[src/rtl/if_fetch.sv]
// if_fetch: instruction-fetch stage feeding decode.
//
// Holds the PC and fetches one 32-bit word at a time from instruction memory
// over a req/gnt + rvalid handshake, with at most one request outstanding.
// Fetched {pc, instr} pairs go to decode through a valid/ready output register
// backed by a one-entry skid buffer. Redirects from execute flush the pipe and
// reload the PC. A misaligned target produces a single fault entry (NOP_INSTR,
// out_fault=1) and halts fetch until the next redirect.
//
// Ports:
//   clk, rst_n        clock, asynchronous active-low reset
//   imem_req/addr     fetch request and byte address (addr always equals pc)
//   imem_gnt          request accepted this cycle
//   imem_rvalid/rdata response valid and instruction word
//   redirect_valid/pc flush and new PC from execute
//   out_valid/ready   handshake towards decode
//   out_instr/pc      instruction word and its address
//   out_fault         misaligned-target marker
//
// State  | meaning
// S_IDLE | first cycle after reset release
// S_REQ  | request pc (held off while the skid buffer is full)
// S_WAIT | request granted, waiting for rvalid (drop=1: discard the response)
// S_FAULT| misaligned redirect delivered; idle until the next redirect
module if_fetch #(
  parameter int unsigned      XLEN      = 64,
  parameter logic [XLEN-1:0]  RESET_PC  = '0,
  parameter logic [31:0]      NOP_INSTR = 32'h0000_0013
) (
  input  logic            clk,
  input  logic            rst_n,
  output logic            imem_req,
  output logic [XLEN-1:0] imem_addr,
  input  logic            imem_gnt,
  input  logic            imem_rvalid,
  input  logic [31:0]     imem_rdata,
  input  logic            redirect_valid,
  input  logic [XLEN-1:0] redirect_pc,
  output logic            out_valid,
  input  logic            out_ready,
  output logic [31:0]     out_instr,
  output logic [XLEN-1:0] out_pc,
  output logic            out_fault
);

  localparam logic [1:0] S_IDLE  = 2'd0;
  localparam logic [1:0] S_REQ   = 2'd1;
  localparam logic [1:0] S_WAIT  = 2'd2;
  localparam logic [1:0] S_FAULT = 2'd3;

  localparam logic [XLEN-1:0] PC_STEP = XLEN'(4);

  logic [1:0]      state;
  logic [XLEN-1:0] pc;
  logic            drop;
  logic            fault_pend;
  logic            skid_valid;
  logic [XLEN-1:0] skid_pc;
  logic [31:0]     skid_instr;

  logic granted;
  logic resp;
  logic capture;
  logic xfer;
  logic redir_misal;
  logic inflight;

  assign imem_addr   = pc;
  // A full skid buffer means there is nowhere to put another response.
  assign imem_req    = (state == S_REQ) && !skid_valid;
  assign granted     = imem_req && imem_gnt;
  assign resp        = (state == S_WAIT) && imem_rvalid;
  assign capture     = resp && !drop && !redirect_valid;
  assign xfer        = out_valid && out_ready;
  assign redir_misal = (redirect_pc[1:0] != 2'b00);
  // A request is still owed a response after this cycle.
  assign inflight    = granted || ((state == S_WAIT) && !imem_rvalid);

  always_ff @(posedge clk or negedge rst_n) begin
    if (!rst_n) begin
      state      <= S_IDLE;
      pc         <= RESET_PC;
      drop       <= 1'b0;
      fault_pend <= 1'b0;
    end else if (redirect_valid) begin
      pc         <= redirect_pc;
      fault_pend <= redir_misal;
      if (inflight) begin
        // Absorb the stale response first; fault_pend picks the exit state.
        state <= S_WAIT;
        drop  <= 1'b1;
      end else begin
        state <= redir_misal ? S_FAULT : S_REQ;
        drop  <= 1'b0;
      end
    end else begin
      case (state)
        S_IDLE:  state <= S_REQ;
        S_REQ:   if (granted) state <= S_WAIT;
        S_WAIT: begin
          if (imem_rvalid) begin
            drop <= 1'b0;
            if (drop) begin
              state <= fault_pend ? S_FAULT : S_REQ;
            end else begin
              pc    <= pc + PC_STEP;
              state <= S_REQ;
            end
          end
        end
        S_FAULT: state <= S_FAULT;
        default: state <= S_IDLE;
      endcase
    end
  end

  always_ff @(posedge clk or negedge rst_n) begin
    if (!rst_n) begin
      out_valid  <= 1'b0;
      out_instr  <= '0;
      out_pc     <= '0;
      out_fault  <= 1'b0;
      skid_valid <= 1'b0;
      skid_pc    <= '0;
      skid_instr <= '0;
    end else if (redirect_valid) begin
      // Any transfer this cycle has already completed; the flush follows it.
      skid_valid <= 1'b0;
      out_valid  <= redir_misal;
      if (redir_misal) begin
        out_pc    <= redirect_pc;
        out_instr <= NOP_INSTR;
        out_fault <= 1'b1;
      end
    end else if (capture && (!out_valid || out_ready)) begin
      // Skid is always empty here: no request is issued while it is full.
      out_valid <= 1'b1;
      out_pc    <= pc;
      out_instr <= imem_rdata;
      out_fault <= 1'b0;
    end else if (capture) begin
      skid_valid <= 1'b1;
      skid_pc    <= pc;
      skid_instr <= imem_rdata;
    end else if (xfer) begin
      if (skid_valid) begin
        out_pc     <= skid_pc;
        out_instr  <= skid_instr;
        out_fault  <= 1'b0;
        skid_valid <= 1'b0;
      end else begin
        out_valid <= 1'b0;
      end
    end
  end

  a_one_outstanding: assert property (@(posedge clk) disable iff (!rst_n)
    (imem_req && imem_gnt) |=> !imem_req);

  a_req_aligned: assert property (@(posedge clk) disable iff (!rst_n)
    imem_req |-> (imem_addr[1:0] == 2'b00));

endmodule

[config.mk]
export PLATFORM = sky130hd
export DESIGN_NAME = if_fetch
export DESIGN_NICKNAME = d
export VERILOG_FILES = /design/src/rtl/if_fetch.sv
export SDC_FILE = /design/constraint.sdc
export NUM_CORES = 1
export LEC_CHECK = 0
export CORE_MARGIN = 2
export CORE_UTILIZATION = 52
export DETAILED_ROUTE_END_ITERATION = 10
export PLACE_DENSITY = 0.8
export SLEW_MARGIN = 20
export SYNTH_ARGS = -nofsm -noshare
export SYNTH_HDL_FRONTEND = slang
export SYNTH_SLANG_ARGS = --single-unit
[constraint.sdc]
create_clock -name clk -period 3 [get_ports clk]
set_input_delay 0.6 -clock clk [delete_from_list [all_inputs] [get_ports clk]]
set_output_delay 0.6 -clock clk [all_outputs]
set_load 0.01 [all_outputs]
==> impl_metrics.tcl, run 1 <==
set metrics [dict create \
    final.setup_skew_ps 11.0 \
    timing.setup.critical_path_class "reg -> out" \
    synth_compound_gate_area_share 0.167 \
    fillCellCount 1724 \
    yosys.cell_types.count 54 \
    netlist.top_cell.by_area "dfrtp_1" \
    internal-power_uw 7400 \
    num_vias 10900 \
    worst_setup_path_start_kind "register" \
    die-width_microns 160 \
    routabilityCongestion 0.837 \
    worst_setup_path_end_kind "output port" \
    worst-r2r-cell-count 6 \
    status "completed" \
    tns_ps 0 \
    asyncSetResetFlopFracSynth 1.00 \
    synth_top_area_share 0.522 \
    final_antenna_net_count 0 \
    post-place-ws_ps 79.3 \
    cts.sinks 263 \
    maxClockFrequency_mhz 416 \
    cts-root-to-sink-buffers 3 \
    grtUsageTotal 0.277 \
    power_density_mw_per_mm2 611 \
    dp_hpwl_microns 24000 \
    fp.dieH_microns 160 \
    ff_to_ff_setup_slack_ps 610 \
    reg2reg_from "imem_addr[2]" \
    grt_pass1_wl_microns 57900 \
    average_footprint_of_a_synthesized_cell_sq_um 10.0 \
    clockPowerShare 0.354 \
    number_of_post_cts_setup_repair_buffers 0 \
    yosys-top-cells-area "dfrtp_1 (52%), mux2_2 (8.8%), nand2_1 (5.5%)" \
    finalNonFillerCells 1838 \
    grt_max_degree 129 \
    clk_pin_slew_worst_paths_ps 60 \
    final_net_count 1601 \
    finalMaxSlewViolations 0 \
    post-route-drc-count 0 \
    main_combinational_cell_family_by_area_after_synthesis "compound AO/OA/AOI/OAI gates" \
    worst_ep_arrival_time_ps 1800 \
    power.switching_fraction 0.279 \
    worst_supply_voltage_drop_on_vdd_mv 0.394 \
    synth-edff-count 0 \
    dpl_cell_area_sq_mm 0.0158 \
    synth.area.mux_share 0.0908 \
    clk_latency_ps 540 \
    synthMostInstantiatedCell "dfrtp_1" \
    clock_tree_from_tritoncts "built" \
    r2r_end "imem_addr[48]" \
    ctsHtreeMaxLevel 1 \
    crit_fanout 7 \
    worst_rel_slew_slack 0.371 \
    die_area_sq_mm 0.0255 \
    synth.cells.most_frequent "dfrtp_1 (263), nand2_1 (186), o21ai_0 (138)" \
    synth_simple_gate_area_share 0.166 \
    post_synthesis_cell_area_sq_mm 0.0126 \
    routed_via_density 5.92 \
    pin_slew_with_the_least_headroom_to_its_limit_ps 942 \
    report.final.hold_viol_count 0 \
    fraction_of_the_mapped_netlist_area_in_adder_cells 0.000993 \
    holdCritPathClass "in -> async" \
    power.net_switching_uw 2870 \
    overflow 0 \
    critical_path_required_ps 2400 \
    io_buffers 264 \
    grt_setup_unrepaired "no" \
    ctsRootBufferMaster "clkbuf_16" \
    placement_rows 56 \
    setup_ws_ps 599 \
    synth.ff_latch_count 263 \
    synthXorXnorAreaFrac 0.0209 \
    numPlacedInstances 1786 \
    number_of_antenna_violations_at_the_first_check_in_global_routing 3 \
    maxCapViolations 0 \
    cts_hold_buffers 0 \
    pin_count 265 \
    fin_crit_sh 0.800 \
    initial_utilization 0.534 \
    post_route_cells_drive_above_1_share 0.137 \
    areaGrowthSynthToFinish_pct 33.3 \
    postLayoutCellArea_sq_mm 0.0168 \
    period_minus_slack_ps 2400 \
    drt_pass1_iterations 6 \
    static_leakage_uw 0.00709 \
    synth_cells 1256 \
    most_common_flop_cell_mapped_by_yosys "dfrtp_1" \
    core_region_area_sq_mm 0.0236 \
    cts_inserted_buffers 29 \
    synthesis.nets 1359 \
    seq_power_share 0.441 \
    post_cts_resize_count 0 \
    yosys_warnings 0 \
    setup_viol 0 \
    ys_seq_area_frac 0.522 \
    first_iter_violations 930 \
    part_of_the_total_power_dissipated_in_combinational_logic 0.205 \
    via_count_of_the_first_global_routing_pass 10900 \
    post_drt_wl_per_cell_microns 19.6 \
    drt_wl_total_microns 36100 \
]
stage by stage:
step	hold slack, ps	utilization	total power, uW
4_1_cts	70.8	0.711	10300
6_report	62.5	0.712	10300
5_1_grt	78.1	0.712	10700
3_3_place_gp	459	0.670	6590
2_1_floorplan	304	-	5460
3_5_place_dp	469	0.670	6680
worst max path at each step:
stage,startpoint,end,slack (ps),depth (start not counted)
floorplan,imem_rvalid,skid_pc[23],590,6
finish,state[1],imem_req,600,2
CTS,state[1],imem_req,570,2
detailed placement,imem_rvalid,out_pc[2],80,9
global route,state[0],out_pc[1],480,8
global placement,imem_rvalid,out_pc[0],140,9
final cells by class:
class	instances	area (sq um)	share of cell area
multi-input cells	891	5650	0.336
well taps	319	399	0.0238
inverters	7	26.3	0.00156
repair buffers	306	3160	0.188
flip-flops and latches	263	6580	0.392
clock buffers	36	802	0.0477
clock inverters	15	176	0.0105
diodes	1	2.50	0.000149
power groups by stage:
stage               logic [uW]  clock network (uW)  registers (uW)
finish                    2110                3630            4530
global route              2300                3820            4600
CTS                       2120                3690            4520
detailed placement        2110                   0            4570
global placement          2050                   0            4550
floorplan                  860                   0            4600
cell usage in the layout (no fill, tap or decap), types with 26 or more instances in the layout:
| cell type | n |
|---|---|
| o21ai_0 | 138 |
| mux2_2 | 98 |
| clkdlybuf4s50_1 | 262 |
| dfrtp_1 | 263 |
| nand2_1 | 186 |
| nor3b_1 | 30 |
| nor2_1 | 29 |
| buf_4 | 26 |
| clkbuf_16 | 29 |
| nand4_1 | 31 |
| a21oi_1 | 106 |
| nand3_1 | 42 |
| a22o_1 | 61 |
cells by family after synthesis:
logic type | Yosys count
compound gates | 348
xor+xnor | 30
fa+ha+maj | 1
buf+inv | 102
flops | 263
mux | 102
simple gates | 410
per-layer routing:
metal	up-vias	GRT usage	wire, microns
li1	5038	-	-
met1	5308	0.374	15000
met2	447	0.448	17000
met3	84	0.0603	2890
met4	2	0.0905	1140
met5	-	0	11
sequential cells by signal, summed over array words and instances (netlist names):
register / count
out_instr: 32
skid_pc: 64
skid_valid: 1
out_pc: 64
out_fault: 1
state: 2
out_valid: 1
drop: 1
skid_instr: 32
fault_pend: 1
imem_addr: 64
critical path, stage by stage (launching register included):
cell	delay (ps)
dfrtp_1	430
nor3b_1	220
clkdlybuf4s50_1	610
No activity file was read; power rests on OpenSTA's default activity.
==> run 2, diff against run 1 <==
- clock period: 3 -> 2.33 ns (I/O delays scaled with it)
==> run 2 against run 1 <==
Compared with the run above: die area unchanged; routed wire length increased by 1.6%; via count increased by 3.0%; final area increased by 3.4%; worst setup slack got worse by 480 ps; global-route usage increased by 0.58 points; sequential share of layout area decreased by 1.3 points; critical path type unchanged; largest power group unchanged.
==> impl_metrics.tcl, run 2 (synthesis results as in run 1) <==
set metrics [dict create \
    crit_path_top_delay_cell "clkdlybuf4s50_1" \
    areaGrowthSynthToFinish_pct 37.9 \
    worst_rel_slew_slack 0.502 \
    initial_utilization 0.534 \
    first_iter_violations 899 \
    critical_path.max_stage_delay_ps 620 \
    power.switching_fraction 0.275 \
    finalMaxSlewViolations 0 \
    worst-r2r-cell-count 6 \
    hold_path_startpoint "redirect_valid" \
    pin_slew_with_the_least_headroom_to_its_limit_ps 746 \
    timing.critical_path.max_delay_family "buffers and inverters" \
    cts_inserted_buffers 28 \
    reg2reg_from "drop" \
    period_minus_slack_ps 2210 \
    setup_ws_ps 116 \
    clk_pin_slew_worst_paths_ps 60 \
    final_net_count 1664 \
    static_leakage_uw 0.00743 \
    drt_wl_total_microns 36700 \
    pin_count 265 \
    number_of_antenna_violations_at_the_first_check_in_global_routing 3 \
    status "completed" \
    cts-root-to-sink-buffers 3 \
    clock_tree_from_tritoncts "built" \
    num_vias 11200 \
    worst_setup_path_end_kind "output port" \
    fin_crit_sh 0.950 \
    critical_path_buf_inv_count 1 \
    worst_setup_path_start_kind "register" \
    post-route-util 0.736 \
    setup_viol 0 \
    die_area_sq_mm 0.0255 \
    worstHoldEndpoint "imem_addr[42]" \
    post_drt_wl_per_cell_microns 19.3 \
    most-common-layout-cells "dfrtp_1 (261), clkdlybuf4s50_1 (261), nand2_1 (186)" \
    final_antenna_net_count 0 \
    power.net_switching_uw 3650 \
    part_of_the_total_power_dissipated_in_combinational_logic 0.218 \
    fp.dieH_microns 160 \
    die-width_microns 160 \
    cp_cell_sequence "clkdlybuf4s50_1" \
    clk_latency_ps 540 \
    report.final.hold_viol_count 0 \
    power_density_mw_per_mm2 764 \
    ctsHtreeMaxLevel 1 \
    post-route-drc-count 0 \
    ctsRootBufferMaster "clkbuf_16" \
    routabilityCongestion 0.826 \
    placement_rows 56 \
    maxCapViolations 0 \
    internal-power_uw 9620 \
    maxClockFrequency_mhz 452 \
    clockPowerShare 0.347 \
    holdCritPathClass "in -> reg" \
    ff_to_ff_setup_slack_ps 130 \
    cts.sinks 263 \
    overflow 0 \
    seq_power_share 0.436 \
    via_count_of_the_first_global_routing_pass 11200 \
    grt_max_degree 78 \
    dp_hpwl_microns 25300 \
    grt_pass1_wl_microns 59400 \
    io_buffers 264 \
    routed_via_density 5.89 \
    grt_setup_unrepaired "no" \
    post-place-ws_ps -321 \
    worst_ep_arrival_time_ps 1750 \
    core_region_area_sq_mm 0.0236 \
    post_route_cells_drive_above_1_share 0.170 \
    timing.setup.critical_path_class "reg -> out" \
    crit_fanout 11 \
    grtUsageTotal 0.283 \
    final.setup_skew_ps 8.80 \
    critical_path_required_ps 1860 \
    r2r_end "imem_addr[48]" \
    fillCellCount 1674 \
    worst_supply_voltage_drop_on_vdd_mv 0.538 \
    whs_path_depth 3 \
    drt_pass1_iterations 5 \
]
## run 2: cell count changes in the layout (fill, tap and decap cells not counted), sizes merged
cell | before | now
buf | 44 | 106
clkbuf | 36 | 41
clkdlybuf4s50 | 262 | 261
clkinv | 7 | 5
clkinvlp | 3 | 1
diode | 1 | 2
dlygate4sd2 | 0 | 1
dlygate4sd3 | 0 | 1
inv | 9 | 7
nor2 | 30 | 31
## run 2: final cells by class
type                            count  area (sq um)  area share
Antenna cell                        2          5.00    0.000288
Inverter                            7          26.3     0.00151
Timing Repair Buffer              369          3750       0.216
Multi-Input combinational cell    892          5660       0.326
Clock inverter                      9           123     0.00705
Tap cell                          319           399      0.0230
Clock buffer                       41           831      0.0478
Sequential cell                   263          6580       0.379
## run 2: repair_timing
action / 4_1_cts / 5_1_grt
setup buffers: 0 / 1
hold buffers: 1 / 0
endpoints found under the setup margin: 1 / 5
cloned: 0 / 1
endpoints found under the hold margin: 44 / 0
pin swaps: 0 / 1
resized for setup: 1 / 3
## run 2: power groups by stage
| stage | logic, uW | registers [uW] | clock network (uW) |
|---|---|---|---|
| final | 2890 | 5780 | 4600 |
| after global routing | 3150 | 5860 | 4840 |
| after CTS | 2900 | 5770 | 4670 |
| after detailed placement | 2880 | 5830 | 0 |
| after global placement | 2790 | 5800 | 0 |
| after floorplan | 1110 | 5920 | 0 |
## run 2: routing by layer
| metal | vias to the layer above | wire length (microns) | part of all wire | GRT usage |
|---|---|---|---|---|
| met5 | - | 13 | 0.00035 | 0 |
| met4 | 2 | 1160 | 0.032 | 0.0847 |
| met3 | 79 | 2820 | 0.077 | 0.0683 |
| met2 | 447 | 17500 | 0.48 | 0.469 |
| met1 | 5507 | 15100 | 0.41 | 0.370 |
| li1 | 5168 | - | - | - |
## run 2: how the worst max path moves through the flow
| stage | from | endpoint | slack, ps | cells after the start |
|---|---|---|---|---|
| 2_1_floorplan | imem_addr[25] | imem_addr[48] | 1 | 7 |
| 5_1_grt | drop | out_pc[40] | 30 | 8 |
| 3_5_place_dp | imem_rvalid | imem_addr[48] | -320 | 7 |
| 4_1_cts | imem_addr[2] | imem_addr[48] | 80 | 7 |
| 3_3_place_gp | imem_rvalid | imem_addr[48] | -240 | 7 |
| 6_report | imem_addr[56] | imem_addr[56] | 120 | 1 |
## run 2: per-stage QoR
| stage | TNS, ps | cell area, sq um | hold WS [ps] | total power (uW) | std cells |
|---|---|---|---|---|---|
| final | 0 | 17400 | 301 | 13300 | 1902 |
| after global routing | 0 | 17400 | 316 | 13900 | 1901 |
| after CTS | 0 | 17400 | 280 | 13300 | 1898 |
| after detailed placement | -45120 | 16400 | 405 | 8710 | 1847 |
| after global placement | -29400 | 16400 | 404 | 8590 | 1847 |
| after floorplan | 0 | 12600 | 170 | 7030 | 1256 |
